$ cat src/rtl/can_reg_pkg.sv
// Shared definitions for the CAN register access arbiter.
//   arb_state_t   : access sequencer states
//   req_id_t      : requester identity (host bus or CAN protocol core)
//   DEF_PROT_MASK : registers that accept writes only in reset mode
package can_reg_pkg;

  typedef enum logic [1:0] {
    ST_IDLE   = 2'd0,
    ST_ACCESS = 2'd1,
    ST_DONE   = 2'd2
  } arb_state_t;

  typedef enum logic {
    REQ_HOST = 1'b0,
    REQ_CORE = 1'b1
  } req_id_t;

  localparam logic [31:0] DEF_PROT_MASK = 32'h0000_00FE;

endpackage

$ cat src/rtl/can_rr_arb2.sv
// Two-way round-robin arbiter between the host bus and the CAN core.
// Ports:
//   clk, rst_n         : clock, asynchronous active-low reset
//   host_req, core_req : request levels
//   take               : a grant is consumed this cycle (sequencer idle)
//   gnt_vld            : at least one requester is asking
//   gnt_id             : requester that wins if a grant is taken now
module can_rr_arb2
  import can_reg_pkg::*;
(
  input  logic    clk,
  input  logic    rst_n,
  input  logic    host_req,
  input  logic    core_req,
  input  logic    take,
  output logic    gnt_vld,
  output req_id_t gnt_id
);

  req_id_t last_grant;

  always_comb begin
    gnt_vld = host_req | core_req;
    gnt_id  = REQ_HOST;
    if (host_req && core_req) begin
      gnt_id = (last_grant == REQ_CORE) ? REQ_HOST : REQ_CORE;
    end else if (core_req) begin
      gnt_id = REQ_CORE;
    end
  end

  // Reset to CORE so the host wins the first tie.
  always_ff @(posedge clk or negedge rst_n) begin
    if (!rst_n) begin
      last_grant <= REQ_CORE;
    end else if (take && gnt_vld) begin
      last_grant <= gnt_id;
    end
  end

endmodule

$ cat src/rtl/can_reg_access_arb.sv
// Arbitrates host bus and CAN core access to the CAN register bank.
// Each access runs IDLE -> ACCESS -> DONE; all outputs are registered, so
// the write strobe, protection error, read data and ack all become visible
// on the edge that closes ACCESS (the bank captures on the following edge).
// Ports:
//   clk, rst_n                          : clock, async active-low reset
//   host_req/wr/addr/wdata, host_ack/rdata : host 4-phase access port
//   core_req/wr/addr/wdata, core_ack/rdata : CAN core 4-phase access port
//   reset_mode                          : enables writes to protected regs
//   reg_q                               : flattened bank contents
//   reg_we, reg_wdata                   : one-hot write strobe and data
//   wr_prot_err                         : pulse when a write is rejected
module can_reg_access_arb
  import can_reg_pkg::*;
#(
  parameter int              ADDR_W    = 5,
  parameter int              DATA_W    = 8,
  parameter int              NREG      = 32,
  parameter logic [NREG-1:0] PROT_MASK = DEF_PROT_MASK[NREG-1:0],
  parameter int              U_DLY     = 1
)(
  input  logic                   clk,
  input  logic                   rst_n,
  input  logic                   host_req,
  input  logic                   host_wr,
  input  logic [ADDR_W-1:0]      host_addr,
  input  logic [DATA_W-1:0]      host_wdata,
  output logic                   host_ack,
  output logic [DATA_W-1:0]      host_rdata,
  input  logic                   core_req,
  input  logic                   core_wr,
  input  logic [ADDR_W-1:0]      core_addr,
  input  logic [DATA_W-1:0]      core_wdata,
  output logic                   core_ack,
  output logic [DATA_W-1:0]      core_rdata,
  input  logic                   reset_mode,
  input  logic [NREG*DATA_W-1:0] reg_q,
  output logic [NREG-1:0]        reg_we,
  output logic [DATA_W-1:0]      reg_wdata,
  output logic                   wr_prot_err
);

  // U_DLY only shaped delayed assignments in the behavioural model; this
  // synthesizable version has no delays.
  logic unused_u_dly;
  assign unused_u_dly = ^U_DLY;

  arb_state_t        state, state_nxt;
  logic              gnt_vld;
  req_id_t           gnt_id, gnt_lat;
  logic              wr_lat;
  logic [ADDR_W-1:0] addr_lat;
  logic [DATA_W-1:0] wdata_lat;
  logic              gnt_req;
  logic              addr_hit, addr_prot, wr_ok;
  logic [NREG-1:0]   we_onehot;
  logic [DATA_W-1:0] rd_val;

  logic              host_ack_nxt, core_ack_nxt, wr_prot_err_nxt;
  logic [DATA_W-1:0] host_rdata_nxt, core_rdata_nxt, reg_wdata_nxt;
  logic [NREG-1:0]   reg_we_nxt;

  can_rr_arb2 u_arb (
    .clk      (clk),
    .rst_n    (rst_n),
    .host_req (host_req),
    .core_req (core_req),
    .take     (state == ST_IDLE),
    .gnt_vld  (gnt_vld),
    .gnt_id   (gnt_id)
  );

  // Request capture: the granted requester's command is held for the access.
  always_ff @(posedge clk) begin
    if (state == ST_IDLE && gnt_vld) begin
      gnt_lat <= gnt_id;
      if (gnt_id == REQ_HOST) begin
        wr_lat    <= host_wr;
        addr_lat  <= host_addr;
        wdata_lat <= host_wdata;
      end else begin
        wr_lat    <= core_wr;
        addr_lat  <= core_addr;
        wdata_lat <= core_wdata;
      end
    end
  end

  // Address decode: out-of-range addresses match no register, so they read
  // as zero and fail the write check.
  always_comb begin
    addr_hit  = 1'b0;
    addr_prot = 1'b0;
    we_onehot = '0;
    rd_val    = '0;
    for (int i = 0; i < NREG; i++) begin
      if (addr_lat == ADDR_W'(i)) begin
        addr_hit     = 1'b1;
        addr_prot    = PROT_MASK[i];
        we_onehot[i] = 1'b1;
        rd_val       = reg_q[i*DATA_W +: DATA_W];
      end
    end
  end

  // reset_mode is taken as it stands during ACCESS, not at request time.
  assign wr_ok   = addr_hit && (!addr_prot || reset_mode);
  assign gnt_req = (gnt_lat == REQ_HOST) ? host_req : core_req;

  always_comb begin
    state_nxt       = state;
    host_ack_nxt    = host_ack;
    core_ack_nxt    = core_ack;
    host_rdata_nxt  = host_rdata;
    core_rdata_nxt  = core_rdata;
    reg_wdata_nxt   = reg_wdata;
    reg_we_nxt      = '0;
    wr_prot_err_nxt = 1'b0;
    unique case (state)
      ST_IDLE: begin
        if (gnt_vld) state_nxt = ST_ACCESS;
      end
      ST_ACCESS: begin
        state_nxt = ST_DONE;
        if (gnt_lat == REQ_HOST) host_ack_nxt = 1'b1;
        else                     core_ack_nxt = 1'b1;
        if (wr_lat) begin
          if (wr_ok) begin
            reg_we_nxt    = we_onehot;
            reg_wdata_nxt = wdata_lat;
          end else begin
            wr_prot_err_nxt = 1'b1;
          end
        end else if (gnt_lat == REQ_HOST) begin
          host_rdata_nxt = rd_val;
        end else begin
          core_rdata_nxt = rd_val;
        end
      end
      ST_DONE: begin
        if (!gnt_req) begin
          state_nxt    = ST_IDLE;
          host_ack_nxt = 1'b0;
          core_ack_nxt = 1'b0;
        end
      end
      default: state_nxt = ST_IDLE;
    endcase
  end

  // Output and state registers: reset clears any strobe mid-access.
  always_ff @(posedge clk or negedge rst_n) begin
    if (!rst_n) begin
      state       <= ST_IDLE;
      host_ack    <= 1'b0;
      core_ack    <= 1'b0;
      host_rdata  <= '0;
      core_rdata  <= '0;
      reg_we      <= '0;
      reg_wdata   <= '0;
      wr_prot_err <= 1'b0;
    end else begin
      state       <= state_nxt;
      host_ack    <= host_ack_nxt;
      core_ack    <= core_ack_nxt;
      host_rdata  <= host_rdata_nxt;
      core_rdata  <= core_rdata_nxt;
      reg_we      <= reg_we_nxt;
      reg_wdata   <= reg_wdata_nxt;
      wr_prot_err <= wr_prot_err_nxt;
    end
  end

endmodule
$ cat config.mk
export PLATFORM = sky130hd
export DESIGN_NAME = can_reg_access_arb
export DESIGN_NICKNAME = d
export VERILOG_FILES = /design/src/rtl/can_reg_pkg.sv /design/src/rtl/can_rr_arb2.sv /design/src/rtl/can_reg_access_arb.sv
export SDC_FILE = /design/constraint.sdc
export NUM_CORES = 1
export LEC_CHECK = 0
export BUFFER_PORTS_ARGS = -buffer_cell sky130_fd_sc_hd__buf_2
export CAP_MARGIN = 40
export CORE_AREA = 2 2 136 138
export CTS_BUF_LIST = sky130_fd_sc_hd__clkbuf_16
export DETAILED_ROUTE_END_ITERATION = 10
export DIE_AREA = 0 0 138 140
export PLACE_DENSITY_LB_ADDON = 0.2
export SLEW_MARGIN = 30
export SYNTH_ARGS = -nofsm -noshare
export SYNTH_HDL_FRONTEND = slang
export SYNTH_HIERARCHICAL = 1
export SYNTH_SLANG_ARGS = --single-unit
$ cat constraint.sdc
create_clock -name clk -period 5.7 [get_ports clk]
set_clock_uncertainty 0.2 [all_clocks]
set_input_delay 1.14 -clock clk [delete_from_list [all_inputs] [get_ports clk]]
set_output_delay 1.14 -clock clk [all_outputs]
set_load 0.05 [all_outputs]
# Word-level counts from Yosys, hierarchy flattened
# Cells that the tools add are included.
# totals
wordCells	213
inputBits	289
output_inout_bits	59
regBits	77
# op_classes
n_eq_ne	37
n_mux	146
n_reduce_logical	14
n_bitwise	3
# ops
op	n
$mux W8	33
$mux W1	104
$mux W32	3
$eq A5 B5 Y1 const B	16
$eq A5 B4 Y1 const B	8
$eq A5 B3 Y1 const B	4
$reduce_and A3 Y1	5
$eq A5 B2 Y1 const B	2
$ne A2 B2 Y1 const B	4
$pmux W2 S3	1
$eq A5 B1 Y1 const B	1
$logic_not A5 Y1	1
$mux W5	1
$mux W2	2
$pmux W1 S2	2
$logic_and A1 B1 Y1	3
$eq A2 B1 Y1 const B	1
$eq A2 B2 Y1 const B	1
$logic_not A2 Y1	1
$not A1 Y1	2
$reduce_and A2 Y1	1
$reduce_bool A2 Y1	1
$logic_not A1 Y1	1
$logic_or A1 B1 Y1	1
$or A1 B1 Y1	1

# Depth between registers and ports, before layout
# Gate-level depths: netlist (run 1).
# logic_depth
depth_word	38
ltp_mapped	10
mapped_depth_nobuf	6

# Hierarchy
# Netlist (run 1), hierarchy kept.
# modules_own_cells
mod	seq_area_each_um2	area_each_um2	cells_per_inst	n_inst
can_reg_access_arb	1976.9	6432.4	727	1
can_rr_arb2	26.3	51.3	5	1

# Worst setup path before layout (run 1)
# No wires, ideal clock.
# synth_path
path_kind	input -> register
from	input core_req
to	register addr_lat[0] (data pin)
required_ps	5240
arrival_ps	2358
path_slack_ps	2882
path_stages	3
cell_sequence	a21boi_0 clkbuf_1 mux2_2
# synth_between
elab_chain_len	3
# synth_lines
item	line_no	rtl
start, declared	can_reg_access_arb.sv:30	input logic core_req,
$mux W1 or $logic_and A1 B1 Y1 (tied branches)	can_rr_arb2.sv:27, can_rr_arb2.sv:25	
$mux W1 (*)	can_rr_arb2.sv:25	if (host_req && core_req) begin
$mux W5 (*)	can_reg_access_arb.sv:77	if (gnt_id == REQ_HOST) begin
end signal, assigned	can_reg_access_arb.sv:79	addr_lat <= host_addr;
end signal, assigned	can_reg_access_arb.sv:83	addr_lat <= core_addr;
end, declared	can_reg_access_arb.sv:52	logic [ADDR_W-1:0] addr_lat;
# Every way passes the cells marked *; elsewhere a longest branch is shown, timed or not.
# A chain may end at the register's enable or synchronous reset.

# Worst setup path after layout (run 1)
# layout_path
from	register addr_lat[1]
to	register host_rdata[3]
# layout_between
elab_chain_len	33
# layout_lines
item	line_no	rtl
$logic_not A5 Y1	can_reg_access_arb.sv:97	if (addr_lat == ADDR_W'(i)) begin
$mux W8 (31 in a row)	can_reg_access_arb.sv:97	
$mux W8 (*)	can_reg_access_arb.sv:97	
end signal, assigned	can_reg_access_arb.sv:166	host_rdata <= host_rdata_nxt;
end, declared	can_reg_access_arb.sv:29	output logic [DATA_W-1:0] host_rdata,
# Marks and branches as above.

==> results of run 1 <==
-- area by class of cell --
class	instances	area (µm²)	area share, %
diodes	6	15.0	0.176
clock buffers	9	225	2.64
clock inverters	6	40.0	0.469
inverters	9	33.8	0.396
multi-input cells	577	4020	47.2
flip-flops and latches	77	2000	23.5
well taps	229	287	3.36
repair buffers	365	1900	22.3
-- kinds of logic (layout without fill, tap and decap cells) --
family,Yosys count,count (layout),synth area share [%]
buffers and inverters,78,389,7.14
muxes,74,74,13.5
AOI/OAI and AO/OA,266,266,28.7
and+or+nand+nor,237,237,19.8
DFF,77,77,30.9
other,0,6,0
-- power by group --
group          internal [mW]  total (mW)  switching, mW
logic                  0.733        2.23           1.49
registers              0.726       0.856          0.131
clock network          0.292       0.516          0.224
-- cell usage after synthesis (6+ instances only) --
master	n	share of area, %
o21a_1	6	0.69
edfxtp_1	15	6.9
and2_1	8	0.77
nor2b_1	11	1.1
a31oi_1	18	1.7
and3_1	7	0.68
nand3b_1	7	0.81
dfrtp_1	61	24
mux2i_1	32	4.9
a32oi_1	7	0.95
o22ai_1	17	1.6
a21oi_1	55	4.2
a2bb2oi_1	6	0.81
nand3_1	16	1.2
o211ai_1	7	0.81
buf_4	14	1.6
nand2_1	41	2.4
nor2_1	61	3.5
a211oi_1	7	0.81
mux2_2	35	6.1
nor3_1	23	1.8
clkbuf_1	15	0.87
o32ai_1	8	1.1
o21ai_0	45	3.5
mux4_2	7	2.4
inv_1	6	0.35
nand2b_1	22	2.1
a211o_1	7	0.95
a22oi_1	7	0.81
buf_6	11	1.9
or3_1	7	0.68
buf_2	27	2.1
-- path summary, 6_finish.rpt --
path / to / startpoint
setup reg to reg: host_rdata[3] / addr_lat[1]
setup / recovery: host_rdata[3] / addr_lat[1]
hold reg to reg: reg_wdata[6] / wdata_lat[6]
max in group asynchronous: u_arb/last_grant / rst_n
hold / removal: reg_wdata[6] / wdata_lat[6]
min in group asynchronous: core_rdata[0] / rst_n
-- flip-flops by register name, indices dropped and copies added, names as in the netlist --
name / cells
core_ack: 1
wdata_lat: 8
gnt_lat: 1
core_rdata: 8
reg_we: 32
state: 2
u_arb/last_grant: 1
host_rdata: 8
host_ack: 1
reg_wdata: 8
wr_prot_err: 1
wr_lat: 1
addr_lat: 5
-- per-stage QoR --
step	hold WS, ns	setup slack, ns
2_1_floorplan	0.254	2.88
3_3_place_gp	0.258	2.27
3_5_place_dp	0.265	2.34
4_1_cts	0.277	2.33
5_1_grt	0.289	2.04
6_report	0.277	2.26
-- placed cells by master (no fill, tap or decap), types with 11 or more instances in the layout --
master	n
nand3_1	16
mux2_2	35
nor2b_1	11
a31oi_1	18
mux2i_1	32
edfxtp_1	15
nor3_1	23
o22ai_1	17
nor2_1	59
buf_4	14
a21oi_1	55
o21ai_0	45
nand2_1	41
buf_2	347
dfrtp_1	61
nand2b_1	22
-- per-layer routing --
| layer | vias up | global-route usage (%) | routed length, µm |
|---|---|---|---|
| li1 | 3446 | - | - |
| met1 | 3642 | 39.9 | 12000 |
| met2 | 600 | 50.7 | 14500 |
| met3 | 90 | 7.49 | 3500 |
| met4 | 2 | 11.2 | 1140 |
| met5 | - | 0 | 11 |
==> flow_summary.yaml, run 1 <==
placement:
  place.gp.congestion: 0.950
  hpwlAfterDp_mm: 23.8
  dpl_cell_area_um2: 8200
  numPlacedInstances: 1253
  port_buffers: 347
sta:
  tightest_slew_ns: 0.807
  slew_viol_final: 0
  finalHoldViolCount: 0
  rsz0062_at_grt: "no"
  setup_viol: 0
  min_period_ns: 3.44
  slew_headroom_pct: 46.1
  fin_setup_tns_ns: 0
  post-route-period-util_pct: 60.3
  max_freq_ghz: 0.291
pwr:
  p_per_area_nw_per_um2: 422
  peakVddDrop_v: 0.000234
  finalPower_mw: 3.60
  p_leak_nw: 3.87
finish:
  nets: 1328
  synthToLayoutAreaGrowth_pct: 31.6
  final_cell_area_um2: 8530
  layout-drive-gt1-share_pct: 43.0
  final_cells: 1278
  final_util_pct: 48.0
  nFillCells: 1785
synthesis:
  ys_types: 86
  syn_nets: 1021
  syn_inst: 732
  syn_area_per_cell_um2: 8.86
  synth_warnings: 6
  ys_ff_latch: 77
  synth_flop_cell: "dfrtp_1"
  synth_seq_area_share_pct: 30.9
  netlist_area_um2: 6480
  synth_edf_count: 15
  async_flop_share_pct: 80.5
critical_path:
  crit_path_end_kind: "register"
  critPathKind: "reg -> reg"
  crit_chain: "buf_12, and2_1, a2111oi_0, a2111oi_1, o311ai_0, a21oi_1, a21oi_1"
  rrSetupSlack_ns: 2.26
  cp.depth: 7
  crit_fanout: 82
  crit_top_cell: "a21oi_1"
  reg2regPathDepth: 7
  worst_path_max_delay_cell: "edfxtp_1"
  critPathArrivalTime_ns: 3.44
  start_kind: "register"
  critPathMaxStageDelay_ns: 0.85
  critPathBufInv: 1
  cp_top_family: "compound AO/OA/AOI/OAI gates"
  cp.required_ns: 5.70
cts:
  root_buffer: "clkbuf_16"
  clock_sinks: 77
  worstSkewPairLatency_ns: 0.33
  cts.clk_slew.worst_paths_ns: 0.06
  numCtsBuffers: 9
  cts_setup_buffers: 0
  holdBufCountCts: 0
  cts_tree: "yes"
  clockBufferDepth: 2
  ctsHtreeMaxLevel: 3
  cts_resized: 0
global_route:
  grt_overflow: 0
  antenna_found_initial: 6
  grt_pass1_vias: 7590
  grt_pass1_wl_mm: 45.9
  grt_usage_pct: 31.0
  grt_max_degree: 83
die:
  ios: 348
  floorplan.initialDensity_pct: 36.5
  fp.dieH_um: 140
  rows: 49
  coreArea_um2: 17800
  design.die.area_um2: 19300
  die_w_um: 138
route:
  wl_per_cell_um: 24.4
  drtPass1Iterations: 7
  drc: 0
  vias_per_cell: 6.09
  wirelength_mm: 31.2
  drt-initial-drc-count: 941
  ant_nets: 0
  vias: 7780
min_path:
  worstHoldPathCells: 1
  hold_path_class: "reg -> reg"
job:
  drv_cap: 0
status:
  status: "finished, final reports clean"
No activity file was read; power rests on OpenSTA's default activity.
==> run 2: changes to the inputs <==
--- a/config.mk
+++ b/config.mk
@@ -7,10 +7,10 @@
 export LEC_CHECK = 0
 export BUFFER_PORTS_ARGS = -buffer_cell sky130_fd_sc_hd__buf_2
 export CAP_MARGIN = 40
-export CORE_AREA = 2 2 136 138
+export CORE_AREA = 2 2 135 137
 export CTS_BUF_LIST = sky130_fd_sc_hd__clkbuf_16
 export DETAILED_ROUTE_END_ITERATION = 10
-export DIE_AREA = 0 0 138 140
+export DIE_AREA = 0 0 137 139
 export PLACE_DENSITY_LB_ADDON = 0.2
 export SLEW_MARGIN = 30
 export SYNTH_ARGS = -nofsm -noshare
==> constraint.sdc (replaced) <==
create_clock -name clk -period 2.8 [get_ports clk]
set_clock_uncertainty 0.2 [all_clocks]
set_input_delay 0.56 -clock clk [delete_from_list [all_inputs] [get_ports clk]]
set_output_delay 0.56 -clock clk [all_outputs]
set_load 0.05 [all_outputs]
==> run 2 against run 1 <==
Total power rose by 110%. Via count rose by 1.1%. Combinational power rose by 120%. Sequential cell count did not move. Utilization rose by 2.4 points. Final cell count rose by 3.1%. Global-route usage rose by 2.6 points. Wire length rose by 4.1%. First-iteration DRC count rose by 3.6%. Register-to-register slack got worse by 2.1 ns. Design area rose by 4.4%. Critical path depth rose by 1. Largest power group unchanged.
==> flow_summary.yaml, run 2 (synthesis results as in run 1) <==
job:
  drv_cap: 0
global_route:
  antenna_found_initial: 3
  grt_max_degree: 47
  grt_pass1_vias: 7826
  grt_pass1_wl_mm: 47.6
  grt_usage_pct: 33.6
  grt_overflow: 0
critical_path:
  crit_path_end_kind: "register"
  critPathKind: "reg -> reg"
  critPathMaxStageDelay_ns: 0.64
  cp.required_ns: 2.86
  crit_fanout: 32
  critPathArrivalTime_ns: 2.70
  cp_top_family: "simple AND/OR/NAND/NOR gates"
  crit_chain: "buf_12, nor2_1, buf_4, and2_1, o21ai_0, a211oi_1, o21ai_1, a21oi_1"
  worst_path_max_delay_cell: "nor2_1"
  start_kind: "register"
  critPathBufInv: 2
finish:
  largest_register: "reg_we"
  final_cell_mix: "buf_2, nor2_1, dfrtp_1, a21oi_1, buf_4"
  layout_commonest_cell: "buf_2"
  layout-drive-gt1-share_pct: 45.0
  largest_reg_flops: 32
  nets: 1370
  final_cells: 1318
  synthToLayoutAreaGrowth_pct: 37.3
cts:
  worstSkewPairLatency_ns: 0.34
  cts.clk_slew.worst_paths_ns: 0.06
  cts_tree: "yes"
  numCtsBuffers: 9
  root_buffer: "clkbuf_16"
  ctsHtreeMaxLevel: 3
  holdBufCountCts: 0
  clockBufferDepth: 2
  clock_sinks: 77
die:
  coreArea_um2: 17700
  design.die.area_um2: 19000
  floorplan.initialDensity_pct: 36.7
  fp.dieH_um: 139
  rows: 49
  ios: 348
  die_w_um: 137
placement:
  hpwlAfterDp_mm: 25.6
  port_buffers: 347
  numPlacedInstances: 1299
  place.gp.congestion: 0.974
route:
  drtPass1Iterations: 5
  ant_nets: 0
  vias_per_cell: 5.97
  wl_per_cell_um: 24.7
  wirelength_mm: 32.5
  drt-initial-drc-count: 975
  vias: 7863
  drc: 0
status:
  status: "finished, final reports clean"
sta:
  max_freq_ghz: 0.379
  rsz0062_at_grt: "no"
  min_period_ns: 2.64
  slew_viol_final: 0
  post-route-period-util_pct: 94.3
  slew_headroom_pct: 46.0
  finalHoldViolCount: 0
  tightest_slew_ns: 0.807
  fin_setup_tns_ns: 0
  setup_viol: 0
min_path:
  hold_path_class: "in -> async"
pwr:
  p_per_area_nw_per_um2: 868
  finalPower_mw: 7.72
  peakVddDrop_v: 0.000482
  p_leak_nw: 4.10
run 2: repair_timing:
action	4_1_cts	5_1_grt
setup buffers	0	0
endpoints found under the setup margin	0	2
endpoints found under the hold margin	0	0
gates resized for setup	0	2
run 2: layer usage:
| layer | up-vias | share of wire [%] | track usage (%) |
|---|---|---|---|
| li1 | 3524 | - | - |
| met1 | 3683 | 38 | 42.8 |
| met2 | 577 | 46 | 54.0 |
| met3 | 79 | 12 | 9.32 |
| met4 | 0 | 3.4 | 12.1 |
| met5 | - | 0 | 0 |
run 2: where the power goes:
group / internal, mW / leakage (nW) / switching (mW)
Clock: 0.588 / 0.136 / 0.469
Sequential: 1.48 / 0.939 / 0.187
Combinational: 1.77 / 3.03 / 3.23
Total: 3.83 / 4.10 / 3.89
run 2: per-stage QoR:
stage	util (%)	cell area [µm²]	hold slack, ns	setup WS [ns]
2_1_floorplan	-	6480	0.0644	0.562
3_3_place_gp	48.9	8630	0.256	0.145
3_5_place_dp	48.9	8630	0.266	0.126
4_1_cts	50.3	8890	0.0490	0.107
5_1_grt	50.4	8900	0.0852	0.0197
6_report	50.4	8900	0.0412	0.160
run 2: cell type report:
type	instances	area (µm²)
flip-flops and latches	77	2000
inverters	9	33.8
clock buffers	9	225
repair buffers	407	2290
diodes	3	7.51
well taps	229	287
fillers	1762	8750
multi-input cells	577	4030
clock inverters	7	35.0
run 2: path summary, 6_finish.rpt:
kind | from | endpoint | slack, ns | cells after the start
min reg2reg | wdata_lat[3] | reg_wdata[3] | 0.28 | 1
max | addr_lat[0] | host_rdata[0] | 0.16 | 8
min | rst_n | reg_we[13] | 0.04 | 1
max in group asynchronous | rst_n | u_arb/last_grant | 1.67 | 2
min in group clk | reset_mode | wr_prot_err | 0.19 | 2
max reg2reg | addr_lat[0] | host_rdata[0] | 0.16 | 8
